[src/rtl/bpd_pkg.sv]
// Shared types and constants for the serial 1011 pattern detector.
package bpd_pkg;

    typedef enum logic [2:0] {
        S0    = 3'd0,
        S1    = 3'd1,
        S10   = 3'd2,
        S101  = 3'd3,
        S1011 = 3'd4
    } state_t;

    localparam logic [3:0] PATTERN = 4'b1011;
    localparam int         PAT_LEN = 4;

endpackage

[src/rtl/sat_counter.sv]
// Saturating up-counter with a synchronous clear that overrides counting.
module sat_counter #(
    parameter int W = 8
) (
    input  logic         clk,
    input  logic         rst,
    input  logic         en,
    input  logic         inc,
    input  logic         clr,
    output logic [W-1:0] q
);

    function automatic logic [W-1:0] sat_inc(input logic [W-1:0] v);
        return (&v) ? v : v + W'(1);
    endfunction

    // clr acts even while en is low, and beats a same-edge increment
    always_ff @(posedge clk) begin
        if (rst) begin
            q <= '0;
        end else if (clr) begin
            q <= '0;
        end else if (en && inc) begin
            q <= sat_inc(q);
        end
    end

endmodule

[src/rtl/bit_pattern_detector.sv]
// Moore FSM detecting overlapping 1011 on the sampled latch output, with
// a one-cycle detect pulse, saturating match count and 4-bit history window.
module bit_pattern_detector
    import bpd_pkg::*;
#(
    parameter int CNT_W = 8
) (
    input  logic             Clk,
    input  logic             reset,
    input  logic             en,
    input  logic             Din,
    input  logic             cnt_clr,
    output logic             det,
    output logic [CNT_W-1:0] match_cnt,
    output logic [3:0]       window,
    output logic [2:0]       state_o
);

    state_t state;
    state_t nxt;
    logic   hit;

    // Illegal encodings fall back to S0 even with en low
    always_comb begin
        nxt = state;
        case (state)
            S0:      if (en) nxt = Din ? S1    : S0;
            S1:      if (en) nxt = Din ? S1    : S10;
            S10:     if (en) nxt = Din ? S101  : S0;
            S101:    if (en) nxt = Din ? S1011 : S10;
            S1011:   if (en) nxt = Din ? S1    : S10;
            default: nxt = S0;
        endcase
        hit = en && (nxt == S1011);
    end

    always_ff @(posedge Clk) begin
        if (reset) begin
            state  <= S0;
            det    <= 1'b0;
            window <= 4'b0000;
        end else begin
            state <= nxt;
            det   <= hit;
            if (en) begin
                window <= {window[2:0], Din};
            end
        end
    end

    assign state_o = state;

    sat_counter #(
        .W(CNT_W)
    ) u_match_cnt (
        .clk (Clk),
        .rst (reset),
        .en  (en),
        .inc (hit),
        .clr (cnt_clr),
        .q   (match_cnt)
    );

endmodule

[config.mk]
export PLATFORM = sky130hd
export DESIGN_NAME = bit_pattern_detector
export DESIGN_NICKNAME = d
export VERILOG_FILES = /design/src/rtl/bpd_pkg.sv /design/src/rtl/sat_counter.sv /design/src/rtl/bit_pattern_detector.sv
export SDC_FILE = /design/constraint.sdc
export NUM_CORES = 1
export LEC_CHECK = 0
export CORE_UTILIZATION = 39
export CTS_CLUSTER_DIAMETER = 200
export DETAILED_ROUTE_END_ITERATION = 8
export PLACE_DENSITY = 0.67
export SKIP_CTS_REPAIR_TIMING = 1
export SYNTH_ARGS = -nofsm -noshare
export SYNTH_HDL_FRONTEND = slang
export SYNTH_SLANG_ARGS = --single-unit
[constraint.sdc]
create_clock -name Clk -period 2 [get_ports Clk]
set_input_delay 0.6 -clock Clk [delete_from_list [all_inputs] [get_ports Clk]]
set_output_delay 0.6 -clock Clk [all_outputs]
set_load 0.05 [all_outputs]
## After elaboration in Yosys (flattened, before gate mapping)

Index checks and enable logic that the tools add are counted.

- Register bits after elaboration: 16
- Bits in latches: 0
- RAM bits: 0
- Bits in read-only memories: 0
- Bits of input ports: 5
- Output and inout port bits: 16
- Memories kept: 0

- $add $sub $neg: 1
- Multipliers: 0
- Divide/modulo/power cells: 0
- Magnitude comparators: 0
- Equal/unequal tests: 5
- Shift-type cells: 0
- Muxes and demuxes: 9
- Bitwise gates (word level): 1
- Reductions and logical operators: 7

Operators with widths:

| operator | count |
|---|---|
| $mux 3 | 5 |
| $pmux 3 s4 | 1 |
| $add 8x1->8 const B | 1 |
| $reduce_and 8->1 | 1 |
| $eq 3x2->1 const B | 2 |
| $eq 3x3->1 const B | 2 |
| $mux 2 | 2 |
| $reduce_or 2->1 | 2 |
| $eq 3x1->1 const B | 1 |
| $logic_not 3->1 | 1 |
| $logic_and 1x1->1 | 2 |
| $reduce_and 2->1 | 1 |
| $mux 1 | 1 |
| $not 1->1 | 1 |

## Logic depth before layout (Yosys ltp)

- Depth after elaboration: 7
- Mapped depth: 5
- Mapped depth without buffers: 5

## Hierarchy

From an unflattened synthesis, not the netlist that was laid out.

- Cell total of the unflattened synthesis: 85
- Area total of the unflattened synthesis: 742.0 um^2

Modules (own cells, without submodules):

| module | times used | cells each | area an instance (um^2) | seq. area each (um^2) |
|---|---|---|---|---|
| sat_counter | 1 | 50 | 414.1 | 160.2 |
| bit_pattern_detector | 1 | 35 | 327.8 | 160.2 |

## Least setup slack after synthesis

OpenSTA, ideal clock, no wires.

- Path type: register -> register
- From: register state[1], in the netlist state_o[1]
- To: register u_match_cnt.q[4]
- Library setup time: 70 ps
- Data arrival time: 1601 ps
- Path slack: 329 ps
- Cell stages (with the launch flop): 5
- Path buffers: 0
- Clock period less this slack: 1671 ps
- Cell sequence: dfxtp_1 > and4b_2 > o211ai_4 > or3_1 > a21oi_1

- Longest elaborated chain between the ends: 7
- Elaborated cells on any way between the ends: 15
- Classes of those cells: 5 x eq/ne; 5 x mux; 5 x reduce/logical

Ends and longest elaborated chain:

| item | RTL line | text |
|---|---|---|
| from (decl) | bit_pattern_detector.sv:19 | `state_t state;` |
| from (signal assigned) | bit_pattern_detector.sv:43 | `state <= nxt;` |
| $eq 3x3->1 / $eq 3x1->1 (equally long branches) | bit_pattern_detector.sv:26 | `case (state)` |
| $reduce_or 2->1 (no line) | -- |  |
| $pmux 3 s4 (*) | bit_pattern_detector.sv:26 |  |
| $eq 3x3->1 (*) | bit_pattern_detector.sv:34 | `hit = en && (nxt == S1011);` |
| $logic_and 1x1->1 (*) | bit_pattern_detector.sv:34 |  |
| $logic_and 1x1->1 (*) | sat_counter.sv:23 | `end else if (en && inc) begin` |
| $reduce_and 2->1 (no line) (*) | -- |  |
| to (signal assigned) | sat_counter.sv:24 | `q <= sat_inc(q);` |
| to (decl) | sat_counter.sv:10 | `output logic [W-1:0] q` |

Mark *: on every way between the ends. The rest lies on a longest branch, timed or not.
A chain may end at the register's enable or synchronous reset.

## Worst setup path in the final report

- From: input port Din
- To: register u_match_cnt.q[4]

- Longest elaborated chain between the ends: 7
- Elaborated cells on any way between the ends: 13
- Classes of those cells: 1 x eq/ne; 9 x mux; 3 x reduce/logical

Ends and longest elaborated chain:

| item | RTL line | text |
|---|---|---|
| from (decl) | bit_pattern_detector.sv:11 | `input logic Din,` |
| $mux 2, or another cell as far along | bit_pattern_detector.sv:28, bit_pattern_detector.sv:31 |  |
| $mux 3 (on tied branches) | -- |  |
| $pmux 3 s4 (*) | bit_pattern_detector.sv:26 |  |
| $eq 3x3->1 (*) | bit_pattern_detector.sv:34 |  |
| $logic_and 1x1->1 (*) | bit_pattern_detector.sv:34 |  |
| $logic_and 1x1->1 (*) | sat_counter.sv:23 |  |
| $reduce_and 2->1 (no line) (*) | -- |  |

Marked as above.

==> results.toml <==
[global_route]
grt_pass1_vias = 621
grt_overflow = 0
grt_usage = 0.199
antenna_found_initial = 0
grt_max_degree = 11
grt_pass1_wl_mm = 2.95

[yosys]
synthSimpleGateAreaFrac = 0.244
syn_inst = 82
synth_top_family_by_area = "simple AND/OR/NAND/NOR gates"
synth_fp_nets = 88
synth.ff_latch_count = 16
ys.warnings.count = 0
synth.cell_area_um2 = 748
synth_fa_ha_area_frac = 0.0167
synth_compound_area_frac = 0.197
yosysSeqAreaShare = 0.428
synth.distinct_cells = 35
synthArstFlopShare = 0
synth-main-ff-cell = "dfxtp_1"
synth_edf_count = 0
synthMuxAreaShare = 0.0552
yosys.area_share.xor_xnor = 0.0117
syn_area_per_cell_um2 = 9.12

[finish]
fin_util = 0.572
diodes = 0
areaGrowthSynthToFinish_pct = 34.9
final_common_cell = "buf_4"
seq_area_um2 = 320
fill_cells = 186
multi_input_area_um2 = 393
nets = 116
drive_above_1_share = 0.312
layout_common_cells = "buf_4, dfxtp_1, nor2_1"

[timing]
post-route-period-util = 0.864
slew_headroom = 0.691
finClkSkew_ns = 0.00262
tns_ns = 0
hold_viol = 0
setup_viol = 0
drv_slew = 0
rsz0062_at_grt = "no"
tightest_slew_ns = 0.463
fmax_mhz = 579
period_minus_slack_ns = 1.73

[pwr]
pwr-share-comb = 0.099
vdd_drop_max_mv = 0.364
p_clk_frac = 0.357
power_uw = 603
p_seq_frac = 0.545
p_sw_frac = 0.238
leakagePower_nw = 0.409
p_per_area_nw_per_um2 = 598
intPower_uw = 460
power_switching_uw = 144

[status]
status = "finished, final reports clean"

[route]
vias = 711
dr.pass1.iters = 4
vias_per_cell = 5.31
final_antenna_net_count = 0
drc = 0
wirelength_mm = 1.70
post_drt_wl_per_cell_um = 12.7
first_iter_violations = 18

[worst_hold_path]
min_path_type = "flip-flop to flip-flop"
min_path_cells = 2

[setup_path]
rr_worst_depth = 6
crit_path_start_kind = "primary input"
r2r_slack_ns = 0.56
path_max_fanout = 3
worst_setup_path_end_kind = "flip-flop"
worst-setup-path-type = "primary input to flip-flop"
required_ns = 2.22
arrival_ns = 1.95

[floorplanning]
row_count = 15
dieArea_um2 = 2100
initial_core_util = 0.424
die_y_um = 45.8
die_w_um = 45.8
core_um2 = 1760
io_pins = 21

[cts]
cts-root-buf = "clkbuf_4"
path_clk_slew_ns = 0.09
cts_tree = "done"
cts_max_path_buffers = 2
clkLatencyLatePin_ns = 0.29
numCtsBuffers = 3
h-tree-depth = 1
cts_sinks = 16

[place]
place_congestion = 0.829
io_buffers = 20
dp_hpwl_mm = 1.31

[job]
cap_viol_max_count = 0
-- worst max-delay path: stages --
cell	delay (ns)
clkdlybuf4s50_1	0.50
and4b_2	0.28
o211ai_4	0.07
or3_1	0.35
a21oi_1	0.15
-- layer usage --
layer | part of all wire | global-route usage | wire length, um
met2 | 0.48 | 0.303 | 823
met4 | 0.015 | 0.0882 | 25
met1 | 0.45 | 0.272 | 762
met5 | 0 | 0 | 0
met3 | 0.053 | 0.0357 | 91
-- area by class of cell --
cell class | instances | area share
clock buffers | 4 | 0.0359
inverters | 3 | 0.0112
multi-input cells | 60 | 0.389
flip-flops and latches | 16 | 0.317
well taps | 25 | 0.0310
repair buffers | 26 | 0.216
-- through the flow --
step / hold slack (ns) / cell area [um2] / worst slack, ns / instances
after floorplan: 0.702 / 748 / 0.329 / 82
after global placement: 0.480 / 973 / 0.0104 / 130
after detailed placement: 0.488 / 973 / -0.0385 / 130
after CTS: 0.503 / 1010 / 0.271 / 134
after global routing: 0.554 / 1010 / 0.189 / 134
final: 0.500 / 1010 / 0.272 / 134
-- registers in the layout, indices dropped and copies added (netlist names) --
name	count
state_o	3
window	4
det	1
u_match_cnt.q	8
-- path summary, 6_finish.rpt --
path | startpoint | end
max reg2reg | u_match_cnt.q[0] | u_match_cnt.q[0]
max | Din | u_match_cnt.q[4]
min reg2reg | window[0] | window[0]
min | window[0] | window[0]
-- power groups by stage --
stage / Sequential [mW] / Clock [mW] / Combinational (mW)
2_1_floorplan: 0.345 / 0 / 0.0252
3_3_place_gp: 0.336 / 0 / 0.0583
3_5_place_dp: 0.336 / 0 / 0.0594
4_1_cts: 0.329 / 0.220 / 0.0596
5_1_grt: 0.329 / 0.242 / 0.0641
6_report: 0.329 / 0.215 / 0.0595
-- cell families (layout without fill, tap and decap cells) --
group,Yosys count,in the layout
and+or+nand+nor,33,33
AOI/OAI and AO/OA,21,21
DFF,16,16
buffers and inverters,6,33
muxes,4,4
adders and majority gates,1,1
xor gates and xnor gates,1,1
-- synthesized netlist by cell type (2+ instances only) --
cell       n  area [um2]
nand3_1    2        10.0
nor2_1    13        48.8
o21ai_0    6        30.0
a21oi_1    5        25.0
inv_1      3        11.3
a31oi_1    3        18.8
nand2_1    4        15.0
nand4b_1   2        17.5
dfxtp_1   16         320
mux2i_1    3        30.0
Power figures use the tool's default switching activity.
